===== src/rtl/display_scan_ctrl.sv =====
// 4-digit 7-seg scan scheduler: four debug pages, frame-coherent snapshots, debounced page button.
// Optional auto page advance when DISPLAY_AUTO_PAGE_EN is defined.
module display_scan_ctrl #(
  parameter int SCAN_DIV    = 40000,
  parameter int DEB_CYCLES  = 20000,
  parameter int AUTO_FRAMES = 256
) (
  input  logic        clk,
  input  logic        rst_n,
  input  logic        page_btn,
  input  logic        sel_mode,
  input  logic [1:0]  page_sel_in,
  input  logic [15:0] data0,
  input  logic [15:0] data1,
  input  logic [15:0] data2,
  input  logic [15:0] data3,
  output logic [6:0]  seg,
  output logic [3:0]  select,
  output logic [1:0]  page
);

  localparam int CW = (SCAN_DIV > 2) ? $clog2(SCAN_DIV) : 1;
  localparam int DW = (DEB_CYCLES > 2) ? $clog2(DEB_CYCLES) : 1;

  typedef enum logic [1:0] {IDLE, DEBOUNCE, WAIT_REL} btn_state_t;

  logic [CW-1:0] cnt;
  logic [1:0]    idx;
  logic [15:0]   snap;
  logic          pending;
  logic [1:0]    sync;
  btn_state_t    btn_state;
  logic [DW-1:0] deb_cnt;

  logic          tick;
  logic          frame;
  logic          press;
  logic          auto_hit;
  logic [1:0]    idx_next;
  logic [1:0]    page_next;
  logic [15:0]   page_data;
  logic [15:0]   frame_data;
  logic [3:0]    nib;
  logic [3:0]    sel_pat;

  function automatic logic [6:0] hex7(input logic [3:0] n);
    case (n)
      4'h0: hex7 = 7'h40;
      4'h1: hex7 = 7'h79;
      4'h2: hex7 = 7'h24;
      4'h3: hex7 = 7'h30;
      4'h4: hex7 = 7'h19;
      4'h5: hex7 = 7'h12;
      4'h6: hex7 = 7'h02;
      4'h7: hex7 = 7'h78;
      4'h8: hex7 = 7'h00;
      4'h9: hex7 = 7'h10;
      4'hA: hex7 = 7'h08;
      4'hB: hex7 = 7'h03;
      4'hC: hex7 = 7'h46;
      4'hD: hex7 = 7'h21;
      4'hE: hex7 = 7'h06;
      default: hex7 = 7'h0E;
    endcase
  endfunction

`ifdef DISPLAY_AUTO_PAGE_EN
  localparam int FW = (AUTO_FRAMES > 2) ? $clog2(AUTO_FRAMES) : 1;
  logic [FW-1:0] frame_cnt;

  assign auto_hit = sel_mode && (frame_cnt == FW'(AUTO_FRAMES - 1));

  // Counts frame boundaries spent in button mode; any press or direct mode restarts it.
  always_ff @(posedge clk or negedge rst_n) begin
    if (!rst_n) begin
      frame_cnt <= '0;
    end else if (press || !sel_mode) begin
      frame_cnt <= '0;
    end else if (frame) begin
      frame_cnt <= auto_hit ? '0 : frame_cnt + FW'(1);
    end
  end
`else
  assign auto_hit = 1'b0;
`endif

  always_comb begin
    tick     = (cnt == CW'(SCAN_DIV - 1));
    idx_next = idx + 2'd1;
    frame    = tick && (idx == 2'd3);

    page_next = page;
    if (!sel_mode)
      page_next = page_sel_in;
    else if (pending || auto_hit)
      page_next = page + 2'd1;

    case (page_next)
      2'd0:    page_data = data0;
      2'd1:    page_data = data1;
      2'd2:    page_data = data2;
      default: page_data = data3;
    endcase

    // On a frame boundary the first digit must come from the snapshot being taken now.
    frame_data = frame ? page_data : snap;

    case (idx_next)
      2'd0:    begin nib = frame_data[15:12]; sel_pat = 4'b0111; end
      2'd1:    begin nib = frame_data[11:8];  sel_pat = 4'b1011; end
      2'd2:    begin nib = frame_data[7:4];   sel_pat = 4'b1101; end
      default: begin nib = frame_data[3:0];   sel_pat = 4'b1110; end
    endcase

    press = (btn_state == DEBOUNCE) && sync[1] && (deb_cnt == DW'(DEB_CYCLES - 1));
  end

  always_ff @(posedge clk or negedge rst_n) begin
    if (!rst_n) begin
      cnt     <= '0;
      idx     <= 2'd3;
      snap    <= '0;
      page    <= 2'd0;
      pending <= 1'b0;
      seg     <= 7'h7F;
      select  <= 4'b1111;
    end else begin
      cnt <= tick ? '0 : cnt + CW'(1);
      if (tick) begin
        idx    <= idx_next;
        seg    <= hex7(nib);
        select <= sel_pat;
      end
      if (frame) begin
        page    <= page_next;
        snap    <= page_data;
        pending <= 1'b0;
      end
      // A press landing on a boundary survives the clear and applies next frame.
      if (press && sel_mode)
        pending <= 1'b1;
    end
  end

  always_ff @(posedge clk or negedge rst_n) begin
    if (!rst_n) begin
      sync      <= 2'b00;
      btn_state <= IDLE;
      deb_cnt   <= '0;
    end else begin
      sync <= {sync[0], page_btn};
      case (btn_state)
        IDLE: begin
          if (sync[1]) begin
            btn_state <= DEBOUNCE;
            deb_cnt   <= '0;
          end
        end
        DEBOUNCE: begin
          if (!sync[1])
            btn_state <= IDLE;
          else if (deb_cnt == DW'(DEB_CYCLES - 1))
            btn_state <= WAIT_REL;
          else
            deb_cnt <= deb_cnt + DW'(1);
        end
        WAIT_REL: begin
          if (!sync[1])
            btn_state <= IDLE;
        end
        default: btn_state <= IDLE;
      endcase
    end
  end

endmodule


===== config.mk =====
export PLATFORM = sky130hd
export DESIGN_NAME = display_scan_ctrl
export DESIGN_NICKNAME = d
export VERILOG_FILES = /design/src/rtl/display_scan_ctrl.sv
export SDC_FILE = /design/constraint.sdc
export NUM_CORES = 1
export LEC_CHECK = 0
export BUFFER_PORTS_ARGS = -buffer_cell sky130_fd_sc_hd__buf_2
export CAP_MARGIN = 20
export CORE_UTILIZATION = 45
export CTS_CLUSTER_SIZE = 25
export DETAILED_ROUTE_END_ITERATION = 7
export MAX_ROUTING_LAYER = met4
export PLACE_DENSITY = 0.71
export SYNTH_ARGS = -nofsm -noshare
export SYNTH_HDL_FRONTEND = slang
export SYNTH_SLANG_ARGS = --single-unit

===== constraint.sdc =====
create_clock -name clk -period 4.55 [get_ports clk]
set_clock_uncertainty 0.15 [all_clocks]
set_input_delay 0.91 -clock clk [delete_from_list [all_inputs] [get_ports clk]]
set_output_delay 0.91 -clock clk [all_outputs]
set_load 0.005 [all_outputs]

Word-level counts from Yosys, hierarchy flattened
Memories as Yosys holds them, arrays and structs flattened. A register that Yosys moved wholly into a read port is not among the register bits.
Cells that the tools add are included.
- bits in read-only memories: 112
- memory bits (writable): 0
- bits in latches: 0
- bits of input ports: 70
- flip-flop bits (word level): 60
- memories: 1
- bitwise operators: 0
- $mul: 0
- add/subtract/negate cells: 4
- equal/unequal tests: 14
- multiplexer cells: 18
- shift-type cells: 0
- order comparisons: 0
- div/mod/pow operators: 0
- reduce and logical (&&, ||, !) cells: 12
- memory list (memory ; depth ; width ; rd ports ; clocked after memory_dff ; write ports ; line ; RTL):
    (no name shown) ; 16 ; 7 ; 1 ; 1 ; 0 ; 47 ; case (n)
- operator list (cell ; count):
    16-bit one-hot mux with 3 select lines ; 1
    15-bit two-way mux ; 3
    16-bit two-way mux ; 2
    15-bit one-hot mux with 2 select lines ; 1
    4-bit one-hot mux with 3 select lines ; 2
    16-bit by 1-bit adder with 16-bit output, second input constant ; 1
    16-bit equality test, second input constant ; 1
    15-bit by 1-bit adder with 15-bit output, second input constant ; 1
    15-bit equality test, second input constant ; 1
    2-bit two-way mux ; 6
    2-bit equality test, second input constant ; 4
    2-bit inequality test, second input constant ; 4
    2-bit by 1-bit equality test with 1-bit output, second input constant ; 3
    2-bit logical NOT ; 3
    2-bit one-hot mux with 3 select lines ; 1
    2-bit by 1-bit adder with 2-bit output, second input constant ; 2
    1-bit logical AND ; 4
    4-bit AND reduction ; 1
    2-bit nonzero test ; 2
    3-bit by 2-bit inequality test with 1-bit output, second input constant ; 1
    3-bit AND reduction ; 1
    1-bit two-way mux ; 2
    1-bit logical NOT ; 1

Longest topological paths before layout
- depth after elaboration: 7
- depth in mapped cells: 15
- gate-level depth less buffers: 14

Least setup slack after synthesis
OpenSTA, ideal clock, no wires.
- path kind: input -> register
- start point: input port sel_mode
- end point: register seg[0]
- data required time: 4.318 ns
- stages on the path: 11
- setup slack: 0.730 ns
- buffers on the path: 2
- arrival time: 3.588 ns
- cell sequence: clkbuf_1 mux2i_1 clkbuf_1 a31oi_1 a32o_1 o22ai_1 inv_1 ha_1 mux2i_1 o221ai_1 mux2_2
- longest elaborated chain between the ends: 5
- RTL lines (item ; line ; RTL):
    start, declared ; 11 ; input logic sel_mode,
    2-bit two-way mux (*) ; 93 ; if (!sel_mode)
    2-bit equality test (tied with other cells) ; 98 ; case (page_next)
    16-bit one-hot mux with 3 select lines (*) ; 98 ;
    16-bit two-way mux (*) ; - ;
    4-bit one-hot mux with 3 select lines (*) ; 108 ; case (idx_next)
    end, declared ; 17 ; output logic [6:0] seg,
Every way passes the cells marked *; elsewhere a longest branch is shown, timed or not.
A chain may end at the register's enable or synchronous reset.

Final worst setup path
- start point: register cnt[6]
- end point: register seg[6]
- longest elaborated chain between the ends: 4
- RTL lines (item ; line ; RTL):
    start, declared ; 27 ; logic [CW-1:0] cnt;
    start signal, assigned ; 128 ; cnt <= tick ? '0 : cnt + CW'(1);
    16-bit equality test ; 88 ; tick = (cnt == CW'(SCAN_DIV - 1));
    1-bit logical AND ; 90 ; frame = tick && (idx == 2'd3);
    16-bit two-way mux ; - ;
    named net frame_data[13] ; 42 ; logic [15:0] frame_data;
    4-bit one-hot mux with 3 select lines ; 108 ;
The timed path passes the listed nets, and every way through them passes these cells.

==> metrics.md <==
| Metric | Value |
|---|---|
| Max IR drop VDD | `around 0.00016 V` |
| Via count | `~3300` |
| Synthesized netlist cell count | `413` |
| Global placer's final weighted congestion | `slightly above 0.8` |
| Final Routed Wirelength | `around 8700 um` |
| Reg-to-Reg Start | `cnt[6]` |
| Worst min-delay path category | `register to register` |
| Vias in the first global route | `3369` |
| FILL cells | `between 700 and 800` |
| Wire length on met3 | `385 um` |
| Static leakage | `roughly 2.2 nW` |
| Area occupied by multi-input gates | `1980 sq um` |
| Post-synthesis net count | `between 400 and 500` |
| Final-report max-slew violation count | `0` |
| Worst Path Required | `between 4 and 5 ns` |
| Number of cells on the worst reg-to-reg path | `11` |
| Clock tree from TritonCTS | `built` |
| Top metal layer carrying routed signals | `met4` |
| Post-synthesis cell area | `about 3800 sq um` |
| Worst hold path startpoint | `sync[0]` |
| Global-route wire length before repair | `~15000 um` |
| Most frequent standard cell in the layout excluding fill and tap cells | `sky130_fd_sc_hd__buf_2` |
| Clock sink count | `67` |
| Register Area | `approximately 1700 sq um` |
| Portion of the clock cycle consumed by the worst path in the final layout | `approximately 88%` |
| Count of maximum capacitance violations | `0` |
| Routed wire length per instance | `about 14 um` |
| Post-CTS setup-driven buffer insertion count | `0` |
| Detailed route wirelength on metal2 | `approximately 4400 um` |
| GR Overflow Total | `0` |
| Crit path launch type | `register` |
| I/O pin count | `83` |
| Average footprint of a synthesized cell | `about 9 sq um` |
| Number of antenna violations at the first check in global routing | `0` |
| Endpoint of the worst-slack reg-to-reg timing path | `seg[6]` |
| Syn-to-layout area delta | `19.6%` |
| Sum of negative setup slack | `0 ns` |
| Die Outline Area | `8860 sq um` |
| Final Hold Violating Endpoints | `0` |
| Pin count of the biggest net entering global routing | `between 40 and 50` |
| Starting Density | `a little under half` |
| Warnings from Yosys | `0` |
| Input/output buffers | `between 80 and 90` |
| Most frequent cells in the layout | `sky130_fd_sc_hd__buf_2, sky130_fd_sc_hd__nand2_1, sky130_fd_sc_hd__dfrtp_1` |
| Number of buffers added to fix hold violations after cts | `0` |
| Vertical extent of the die | `~94 um` |
| Final setup slack of the worst path | `0.542 ns` |
| Clock-pin slew of the registers on the worst-case setup and hold paths | `about 0.08 ns` |
| Number of buffers created by CTS | `9` |
| Unique cell type count in the Yosys netlist | `60` |
| Register-to-register path setup slack | `around 0.54 ns` |
| Relative slew margins | `roughly 37%` |
| Count of flip-flops with a built-in enable after synthesis | `0` |
| Result of the run | `finished clean` |
| Final Net Count | `581` |
| Post-CTS Resized | `0` |
| Most frequently used flop master after synthesis | `sky130_fd_sc_hd__dfrtp_1` |
| Antenna diodes | `0` |
| Setup repair after global routing missed its margin | `false` |
| Final worst path period need | `4.01 ns` |
| Floorplan row count | `33` |
| Worst-case hold slack | `between 0.2 and 0.25 ns` |
| Fraction of final layout cells with drive strength greater than 1 | `between 20% and 30%` |
| Finish-stage setup viols | `0` |
| Clock latency on the worst-skew pair | `0.34 ns` |
| Met1 Routed Length | `between 3000 and 4000 um` |
| Count of cells along the worst hold path | `0` |
| Htree depth | `3` |
| DPL Wire Length | `6370 um` |
| Post-Place Worst Slack | `roughly 0.48 ns` |
| Pin slew with the least headroom to its limit | `about 0.94 ns` |
| Width of the die | `between 90 and 100 um` |
| Category of the worst setup path capture point | `register` |
| Seq cells post-synth | `67` |
| Routed vias/inst | `between 5 and 6` |
| Iter 0 DRT Violations | `around 120` |
| Cell at the root of the clock tree | `sky130_fd_sc_hd__clkbuf_8` |
| CP Data Arrival Time | `slightly above 4 ns` |
| Setup CP Type | `register to register` |
| End point of the most critical hold path | `sync[1]` |
| Overall global routing resource usage | `between 20% and 30%` |
| Max Buffers Root-to-Sink | `2` |
| Number of iterations in the first detailed-routing pass | `4` |
| Maximum clock frequency | `between 200 and 250 MHz` |
| Sequential share of the synthesized area | `roughly 44%` |
| Fraction of registers with async set/reset | `100%` |
| Maximum fanout along the worst path | `36` |
| Post-route DRC violation count | `0` |
| Total power consumption of the routed design | `1.28 mW` |
| Number of nets still failing antenna checks after routing | `0` |
| Total power per unit cell area | `about 280 nW/um^2` |
| Core region area | `between 8000 and 9000 sq um` |
==> metrics by stage <==
stage	instance area (sq um)	cells	utilization, %
6_report	4570	607	55.6
5_1_grt	4570	607	55.6
4_1_cts	4570	607	55.6
3_5_place_dp	4340	591	52.8
3_3_place_gp	4340	591	52.8
2_1_floorplan	3820	413	-
==> how the worst max path moves through the flow <==
stage | startpoint | endpoint | slack (ns) | cells past startpoint
after floorplan | sel_mode | seg[0] | 0.73 | 11
after global placement | sel_mode | seg[0] | 0.67 | 12
after detailed placement | sel_mode | seg[0] | 0.48 | 13
after CTS | cnt[6] | seg[6] | 0.52 | 11
after global routing | cnt[6] | seg[6] | 0.20 | 11
final | cnt[6] | seg[6] | 0.54 | 11
==> power by group <==
part | total [mW] | leakage, nW | switching, mW | internal [mW]
clock | 0.559 | 0.108 | 0.236 | 0.323
sequential | 0.611 | 0.780 | 0.00667 | 0.605
combinational | 0.110 | 1.27 | 0.0593 | 0.0510
==> worst max-delay path, cell delays in order, from the launching register on <==
cell                      delay (ns)
sky130_fd_sc_hd__dfrtp_1        0.43
sky130_fd_sc_hd__or4b_4         0.55
sky130_fd_sc_hd__nor4_4         0.49
sky130_fd_sc_hd__nand2_2        0.44
sky130_fd_sc_hd__a21o_1         0.31
sky130_fd_sc_hd__and2_1         0.15
sky130_fd_sc_hd__o22ai_1        0.42
sky130_fd_sc_hd__inv_1          0.18
sky130_fd_sc_hd__ha_1           0.28
sky130_fd_sc_hd__mux2_2         0.26
sky130_fd_sc_hd__a32oi_1        0.18
sky130_fd_sc_hd__nand2_1        0.08
==> routing by layer <==
metal / track usage, % / vias to the layer above
met5: - / -
met1: 26.9 / 1568
met4: 6.28 / 0
met2: 37.8 / 62
li1: - / 1626
met3: 4.85 / 7
==> final cells by class <==
cell class,instances,share of cell area [%]
clock inverters,6,1.95
well taps,105,2.88
multi-input cells,313,43.5
flip-flops and latches,67,37.1
inverters,16,1.32
repair buffers,90,10.3
clock buffers,10,3.01
==> synthesized netlist by cell type, drive strengths merged, types with 5 or more instances <==
library cell | instances | area, sq um
a211oi | 5 | 42.5
a21oi | 10 | 53.8
a31oi | 6 | 43.8
and2 | 5 | 31.3
and3 | 9 | 56.3
buf | 8 | 47.5
clkbuf | 9 | 33.8
dfrtp | 54 | 1350
dfstp | 13 | 342
ha | 14 | 175
inv | 16 | 60.1
mux2 | 7 | 82.6
mux2i | 7 | 70.1
nand2 | 78 | 298
nand3 | 20 | 100
nor2 | 31 | 116
nor3 | 5 | 25.0
o21ai | 21 | 105
o221ai | 5 | 43.8
o22ai | 13 | 81.3
xnor2 | 15 | 131
xor2 | 13 | 114
==> state kept, by name, indices dropped and copies added, names as in the netlist <==
signal / count
page: 2
select: 4
sync: 2
idx: 2
pending: 1
snap: 16
btn_state: 2
cnt: 16
deb_cnt: 15
seg: 7
==> cells by family (layout without fill, tap and decap cells) <==
| family | after synthesis | after routing | share of synthesized area (%) |
|---|---|---|---|
| DFF | 67 | 67 | 44.3 |
| xor gates and xnor gates | 28 | 28 | 6.42 |
| AOI/OAI and AO/OA | 90 | 90 | 16.5 |
| adders and majority gates | 14 | 14 | 4.59 |
| and+or+nand+nor | 167 | 167 | 20.5 |
| buffers and inverters | 33 | 122 | 3.70 |
| muxes | 14 | 14 | 4.00 |
No activity file was read; power rests on OpenSTA's default activity.
